File: src/rtl/cr_clic_pkg.sv
// rtl/cr_clic_pkg.sv - shared CLIC constants, arbiter FSM encoding and ID width helper
`ifndef CLIC_INTCTLBITS
`define CLIC_INTCTLBITS 3
`endif

package cr_clic_pkg;

   localparam int CLIC_LVL_W = `CLIC_INTCTLBITS + 1;

   typedef enum logic [3:0] {
      ST_IDLE  = 4'b0001,
      ST_OFFER = 4'b0010,
      ST_CLAIM = 4'b0100,
      ST_BLANK = 4'b1000
   } arb_state_e;

   function automatic int clic_id_width(input int n);
      return (n > 2) ? $clog2(n) : 1;
   endfunction

endpackage

File: src/rtl/cr_clic_arb_cmp.sv
// rtl/cr_clic_arb_cmp.sv - two-input compare node of the arbitration tree
module cr_clic_arb_cmp
   import cr_clic_pkg::*;
#(
   parameter int ID_W  = 6,
   parameter int LVL_W = CLIC_LVL_W
) (
   input  logic             l_vld,
   input  logic [ID_W-1:0]  l_id,
   input  logic [LVL_W-1:0] l_il,
   input  logic             l_hv,
   input  logic             r_vld,
   input  logic [ID_W-1:0]  r_id,
   input  logic [LVL_W-1:0] r_il,
   input  logic             r_hv,
   output logic             o_vld,
   output logic [ID_W-1:0]  o_id,
   output logic [LVL_W-1:0] o_il,
   output logic             o_hv
);

   logic pick_r;

   // Right side wins only on a strictly higher level; invalid inputs carry zeros.
   assign pick_r = r_vld && (!l_vld || (r_il > l_il));
   assign o_vld  = l_vld | r_vld;
   assign o_id   = pick_r ? r_id : l_id;
   assign o_il   = pick_r ? r_il : l_il;
   assign o_hv   = pick_r ? r_hv : l_hv;

endmodule

File: src/rtl/cr_clic_arb.sv
// rtl/cr_clic_arb.sv - CLIC interrupt arbiter: max-level select, core offer/ack, kid claim
module cr_clic_arb
   import cr_clic_pkg::*;
#(
   parameter int INT_NUM    = 64,
   parameter int INTCTLBITS = `CLIC_INTCTLBITS,
   parameter int ID_W       = clic_id_width(INT_NUM)
) (
   input  logic                             clic_clk,
   input  logic                             clic_rst,
   input  logic [INT_NUM-1:0]               kid_arb_int_req,
   input  logic [INT_NUM*(INTCTLBITS+1)-1:0] kid_arb_int_all,
   input  logic [INT_NUM-1:0]               kid_arb_int_hv,
   input  logic [INTCTLBITS:0]              ctrl_arb_int_thresh,
   input  logic                             cpu_arb_int_ack,
   output logic                             arb_cpu_int_vld,
   output logic [ID_W-1:0]                  arb_cpu_int_id,
   output logic [INTCTLBITS:0]              arb_cpu_int_il,
   output logic                             arb_cpu_int_hv,
   output logic [INT_NUM-1:0]               arb_kid_claim
);

   localparam int LVL_W  = INTCTLBITS + 1;
   localparam int LEAVES = 1 << $clog2(INT_NUM);
   localparam int NODES  = 2 * LEAVES - 1;

   // Heap-ordered tree: node k has children 2k+1 (lower indices) and 2k+2.
   for (genvar k = 0; k < NODES; k++) begin : g_node
      logic             vld;
      logic [ID_W-1:0]  id;
      logic [LVL_W-1:0] il;
      logic             hv;

      if (k >= LEAVES - 1) begin : g_leaf
         localparam int I = k - (LEAVES - 1);
         if (I < INT_NUM) begin : g_real
            logic elig;
            assign elig = kid_arb_int_req[I] &&
                          (kid_arb_int_all[I*LVL_W +: LVL_W] > ctrl_arb_int_thresh);
            assign vld = elig;
            assign id  = elig ? ID_W'(I) : '0;
            assign il  = elig ? kid_arb_int_all[I*LVL_W +: LVL_W] : '0;
            assign hv  = elig & kid_arb_int_hv[I];
         end else begin : g_pad
            assign vld = 1'b0;
            assign id  = '0;
            assign il  = '0;
            assign hv  = 1'b0;
         end
      end else begin : g_int
         cr_clic_arb_cmp #(.ID_W(ID_W), .LVL_W(LVL_W)) u_cmp (
            .l_vld (g_node[2*k+1].vld),
            .l_id  (g_node[2*k+1].id),
            .l_il  (g_node[2*k+1].il),
            .l_hv  (g_node[2*k+1].hv),
            .r_vld (g_node[2*k+2].vld),
            .r_id  (g_node[2*k+2].id),
            .r_il  (g_node[2*k+2].il),
            .r_hv  (g_node[2*k+2].hv),
            .o_vld (vld),
            .o_id  (id),
            .o_il  (il),
            .o_hv  (hv)
         );
      end
   end

   logic             cand_vld;
   logic [ID_W-1:0]  cand_id;
   logic [LVL_W-1:0] cand_il;
   logic             cand_hv;

   always_ff @(posedge clic_clk) begin
      if (clic_rst) begin
         cand_vld <= 1'b0;
         cand_id  <= '0;
         cand_il  <= '0;
         cand_hv  <= 1'b0;
      end else begin
         cand_vld <= g_node[0].vld;
         cand_id  <= g_node[0].id;
         cand_il  <= g_node[0].il;
         cand_hv  <= g_node[0].hv;
      end
   end

   arb_state_e       state_q, state_d;
   logic             load_out, latch_claim;
   logic [ID_W-1:0]  out_id_q, claim_id_q;
   logic [LVL_W-1:0] out_il_q;
   logic             out_hv_q;

   always_comb begin
      state_d     = state_q;
      load_out    = 1'b0;
      latch_claim = 1'b0;
      case (state_q)
         ST_IDLE: begin
            if (cand_vld) begin
               load_out = 1'b1;
               state_d  = ST_OFFER;
            end
         end
         ST_OFFER: begin
            if (cpu_arb_int_ack) begin
               latch_claim = 1'b1;
               state_d     = ST_CLAIM;
            end else if (!cand_vld) begin
               state_d = ST_IDLE;
            end else begin
               load_out = 1'b1;
            end
         end
         ST_CLAIM: state_d = ST_BLANK;
         ST_BLANK: state_d = ST_IDLE;
         default:  state_d = ST_IDLE;
      endcase
   end

   always_ff @(posedge clic_clk) begin
      if (clic_rst) begin
         state_q    <= ST_IDLE;
         out_id_q   <= '0;
         out_il_q   <= '0;
         out_hv_q   <= 1'b0;
         claim_id_q <= '0;
      end else begin
         state_q <= state_d;
         if (load_out) begin
            out_id_q <= cand_id;
            out_il_q <= cand_il;
            out_hv_q <= cand_hv;
         end
         if (latch_claim) claim_id_q <= out_id_q;
      end
   end

   // Gating with reset keeps a claim from leaking out while reset is being applied.
   assign arb_cpu_int_vld = (state_q == ST_OFFER) && !clic_rst;
   assign arb_cpu_int_id  = out_id_q;
   assign arb_cpu_int_il  = out_il_q;
   assign arb_cpu_int_hv  = out_hv_q;
   assign arb_kid_claim   = ((state_q == ST_CLAIM) && !clic_rst) ?
                            (INT_NUM'(1) << claim_id_q) : '0;

endmodule

File: config.mk
export PLATFORM = sky130hd
export DESIGN_NAME = cr_clic_arb
export DESIGN_NICKNAME = d
export VERILOG_FILES = /design/src/rtl/cr_clic_pkg.sv /design/src/rtl/cr_clic_arb_cmp.sv /design/src/rtl/cr_clic_arb.sv
export SDC_FILE = /design/constraint.sdc
export NUM_CORES = 1
export LEC_CHECK = 0
export BUFFER_PORTS_ARGS = -buffer_cell sky130_fd_sc_hd__buf_2
export CAP_MARGIN = 30
export CORE_ASPECT_RATIO = 1.75
export CORE_MARGIN = 10
export CORE_UTILIZATION = 55
export CTS_BUF_LIST = sky130_fd_sc_hd__clkbuf_16
export DETAILED_ROUTE_END_ITERATION = 8
export GPL_ROUTABILITY_DRIVEN = 0
export GPL_TIMING_DRIVEN = 0
export PLACE_DENSITY_LB_ADDON = 0.15
export SETUP_SLACK_MARGIN = 0.1
export SLEW_MARGIN = 10
export SYNTH_ARGS = -nofsm -noshare
export SYNTH_HDL_FRONTEND = slang
export SYNTH_HIERARCHICAL = 1
export SYNTH_SLANG_ARGS = --single-unit
File: constraint.sdc
create_clock -name clic_clk -period 10 [get_ports clic_clk]
set_clock_uncertainty 0.1 [all_clocks]
set_input_delay 1 -clock clic_clk [delete_from_list [all_inputs] [get_ports clic_clk]]
set_output_delay 1 -clock clic_clk [all_outputs]
set_load 0.02 [all_outputs]
==> run summary <==
fin worst setup slack: 0.123 ns
Pins Over Slew Limit: 0
Max Freq: 101 MHz
Die Area: 60400 um2
Post-DP Area: 31900 um2
Setup TNS: 0 ns
Vias/cell: 5.45
clock power share: 3.7%
combinational fraction of design power: 93.0%
hold_ws: 0.362 ns
status: complete, no violations
drt first pass iters: 5
Worst Path Buf+Inv: 14
DR iter-0 viols: 828
final setup vio count: 0
clk_lat worst skew: 0.27 ns
CTS root buffer: clkbuf_16
hold path cells: 2
final worst path period need: 9.88 ns
Final nets: 4940
synthesis-to-layout area growth: 34.8%
CTS H-Tree Depth: 2
DP Worst Slack: -1.44 ns
GRT Util Overall: 24.7%
EDFF count, synth: 0
RR Startpoint: state_q[0]$_SDFFE_PP1P_
sw frac: 40.4%
Vias: 25700
Hold Crit Start: cand_il[0]$_SDFF_PP0_
Syn Inst Count: 3049
CP Launch Type: input port
Sequential Area: 661 um2
LEAKAGE: 18.5 nW
total internal power: 2.81 mW
CP max stage cell: mux2_4
overflow left after global routing: 0
final wirelength: 87.9 mm
crit path DAT: 9.92 ns
sequential cell area fraction in the yosys report: 2.37%
Port Buf Inserts: 466
Post-DP HPWL: 66.1 mm
unique cell type count in the Yosys netlist: 37
Multi-input gate area: 28400 um2
initial antenna violation count: 18
register bit total from synthesis: 33
Final period util: 98.8%
Starting Density: 55.3%
share of layout cells above drive strength 1: 53.1%
vias in the first global route: 25700
Hold Fails Final Rpt: 0
R2R setup slack: 8.40 ns
number of I/O pins: 467
Reg power frac: 3.4%
Switch Pwr: 1.91 mW
slew margin rel.: 64.3%
Avg Inst Size Synth: 9.13 um2
first-pass GRT wire length: 125 mm
asr flop ratio synth: 0%
worst reg2reg path depth: 5
Routed Antenna Nets: 0
# rows: 109
Min-Delay Path Class: reg2reg
max-cap viol count: 0
PD cells: 126 nW/um2
RSZ-0062 raised after global routing: yes
worst-margin pin slew: 0.534 ns
Yosys warning count: 6
clk sinks: 33
CTS buffer count: 5
Vert. Die Dim: 318 um
crit-path max FO: 7
CTS Buffer Depth: 2
Core Footprint: 50300 um2
die width: 190 um
CP required: 10.04 ns
largest net degree at the start of global routing: 38
Worst-path clk slew: 0.05 ns
Fillers: 3724
max incr delay on CP: 0.34 ns
routed len/inst: 18.6 um
Finished Cell Area: 37500 um2
Synth Flop Type: dfxtp_1
CTS tree: yes
Crit Path Class: in2reg
top cell family by delay on the critical path: compound AO/OA/AOI/OAI gates
total power: 4.72 mW
maximum VDD drop: 0.000171 V
crit end category: flip-flop
DRC: 0
hold endpoint: arb_cpu_int_il[0]$_SDFFE_PP0P_
post-synthesis cell area: 27800 um2
RR Endpoint: arb_cpu_int_id[1]$_SDFFE_PP0P_
==> sequential cells by signal, indices dropped and copies added, names as in the netlist, 4 cells and up <==
register        flops
arb_cpu_int_id      6
arb_cpu_int_il      4
cand_id             6
cand_il             4
claim_id_q          6
state_q             4
==> worst reg2reg max path: stages (launching register included) <==
cell and delay, ns:
dfxtp_1 0.38, nor2b_1 0.18, o211ai_2 0.28, buf_4 0.27, mux2i_1 0.22, nor2_1 0.05
==> per-layer routing <==
layer / global-route usage, % / part of all wire [%] / wire length [um] / up-vias
met5: 0 / 0.19 / 165 / -
met4: 7.56 / 4.5 / 3970 / 26
met3: 4.10 / 4.9 / 4300 / 220
met2: 49.5 / 54 / 47600 / 649
met1: 24.7 / 36 / 31800 / 12200
li1: - / - / - / 12600
==> synth_stat cells (2+ instances only) <==
| master | number | area (um2) |
|---|---|---|
| and2_1 | 320 | 2000 |
| or3b_1 | 2 | 17.5 |
| and3_1 | 2 | 12.5 |
| nor2_1 | 89 | 334 |
| nand3b_2 | 2 | 22.5 |
| mux2i_1 | 17 | 170 |
| o211ai_1 | 65 | 488 |
| nor2b_1 | 140 | 876 |
| a211oi_2 | 63 | 788 |
| o21ai_0 | 64 | 320 |
| nand3b_1 | 3 | 22.5 |
| clkbuf_1 | 10 | 37.5 |
| nand3_1 | 65 | 325 |
| a21oi_2 | 63 | 552 |
| inv_1 | 383 | 1440 |
| nand2_1 | 130 | 488 |
| ha_1 | 508 | 6360 |
| or2_2 | 63 | 394 |
| nand4_1 | 66 | 413 |
| dfxtp_1 | 33 | 661 |
| a21oi_1 | 129 | 646 |
| buf_2 | 2 | 10.0 |
| buf_6 | 63 | 709 |
| o21bai_1 | 63 | 473 |
| mux2_4 | 630 | 9460 |
| mux2_2 | 63 | 709 |
==> cell families after synthesis <==
logic type	Yosys count	share of synthesized area [%]
adders and majority gates	508	22.8
other	1	0.0135
buffers and inverters	459	7.91
AOI/OAI and AO/OA	448	11.8
muxes	710	37.2
DFF	33	2.37
and+or+nand+nor	890	17.9
==> cell usage in the layout (no fill, tap or decap), types with 17 or more instances in the layout <==
cell        n
mux2_2     62
o21ai_0    36
nor2b_1    95
o211ai_1   65
conb_1    192
mux2i_1    17
mux2_4    631
inv_2      29
and2_1    236
or2_2      63
o21ai_1    26
nand3_1    62
buf_2     464
a21oi_4    55
buf_4     300
nand4_1    66
nor2b_2    20
a211oi_2   61
o21bai_1   36
ha_4      103
a21oi_1    56
a21oi_2    81
nor2_1     89
nand2_1   116
and2_4     84
dfxtp_1    33
inv_1     343
o21bai_4   21
ha_1      404
buf_6      69
nor2b_4    25
==> through the flow <==
step	utilization, %	cells
floorplan	-	3240
global placement	63.1	4372
detailed placement	63.3	4379
CTS	67.0	4525
global route	74.5	4710
finish	74.5	4712
==> worst max-delay path by stage <==
stage,slack (ns),cells past startpoint,endpoint,startpoint
after floorplan,-0.34,45,cand_id[1]$_SDFF_PP0_,ctrl_arb_int_thresh[1]
after global placement,-2.54,46,cand_id[1]$_SDFF_PP0_,ctrl_arb_int_thresh[1]
after detailed placement,-1.44,50,cand_id[1]$_SDFF_PP0_,ctrl_arb_int_thresh[1]
after CTS,0.10,49,cand_hv$_SDFF_PP0_,ctrl_arb_int_thresh[1]
after global routing,-0.13,48,cand_id[1]$_SDFF_PP0_,ctrl_arb_int_thresh[1]
final,0.12,50,cand_id[1]$_SDFF_PP0_,ctrl_arb_int_thresh[1]
==> layout make-up <==
class | count | area share (%)
Tap cell | 666 | 2.22
Timing Repair inverter | 3 | 0.0600
Antenna cell | 4 | 0.0267
Inverter | 383 | 3.92
Multi-Input combinational cell | 2748 | 75.8
Sequential cell | 33 | 1.76
Clock buffer | 5 | 0.334
Buffer | 76 | 2.04
Clock inverter | 3 | 0.123
Timing Repair Buffer | 791 | 13.7
==> repair_timing <==
item / in CTS / in global routing
pin swaps: 33 / 185
gates cloned: 4 / 8
setup buffers: 134 / 175
endpoints found under the hold margin: 0 / 0
gates resized for setup: 123 / 406
setup endpoints to repair: 11 / 11
hold buffers: 0 / 0
==> power by group through the flow <==
stage | Sequential (mW) | Clock, mW | Combinational, mW
2_1_floorplan | 0.163 | 0 | 2.83
3_5_place_dp | 0.163 | 0 | 3.47
5_1_grt | 0.161 | 0.182 | 4.69
3_3_place_gp | 0.162 | 0 | 3.42
4_1_cts | 0.160 | 0.176 | 3.76
6_report | 0.160 | 0.173 | 4.39
Note: power is estimated with default switching activity, not from simulation.
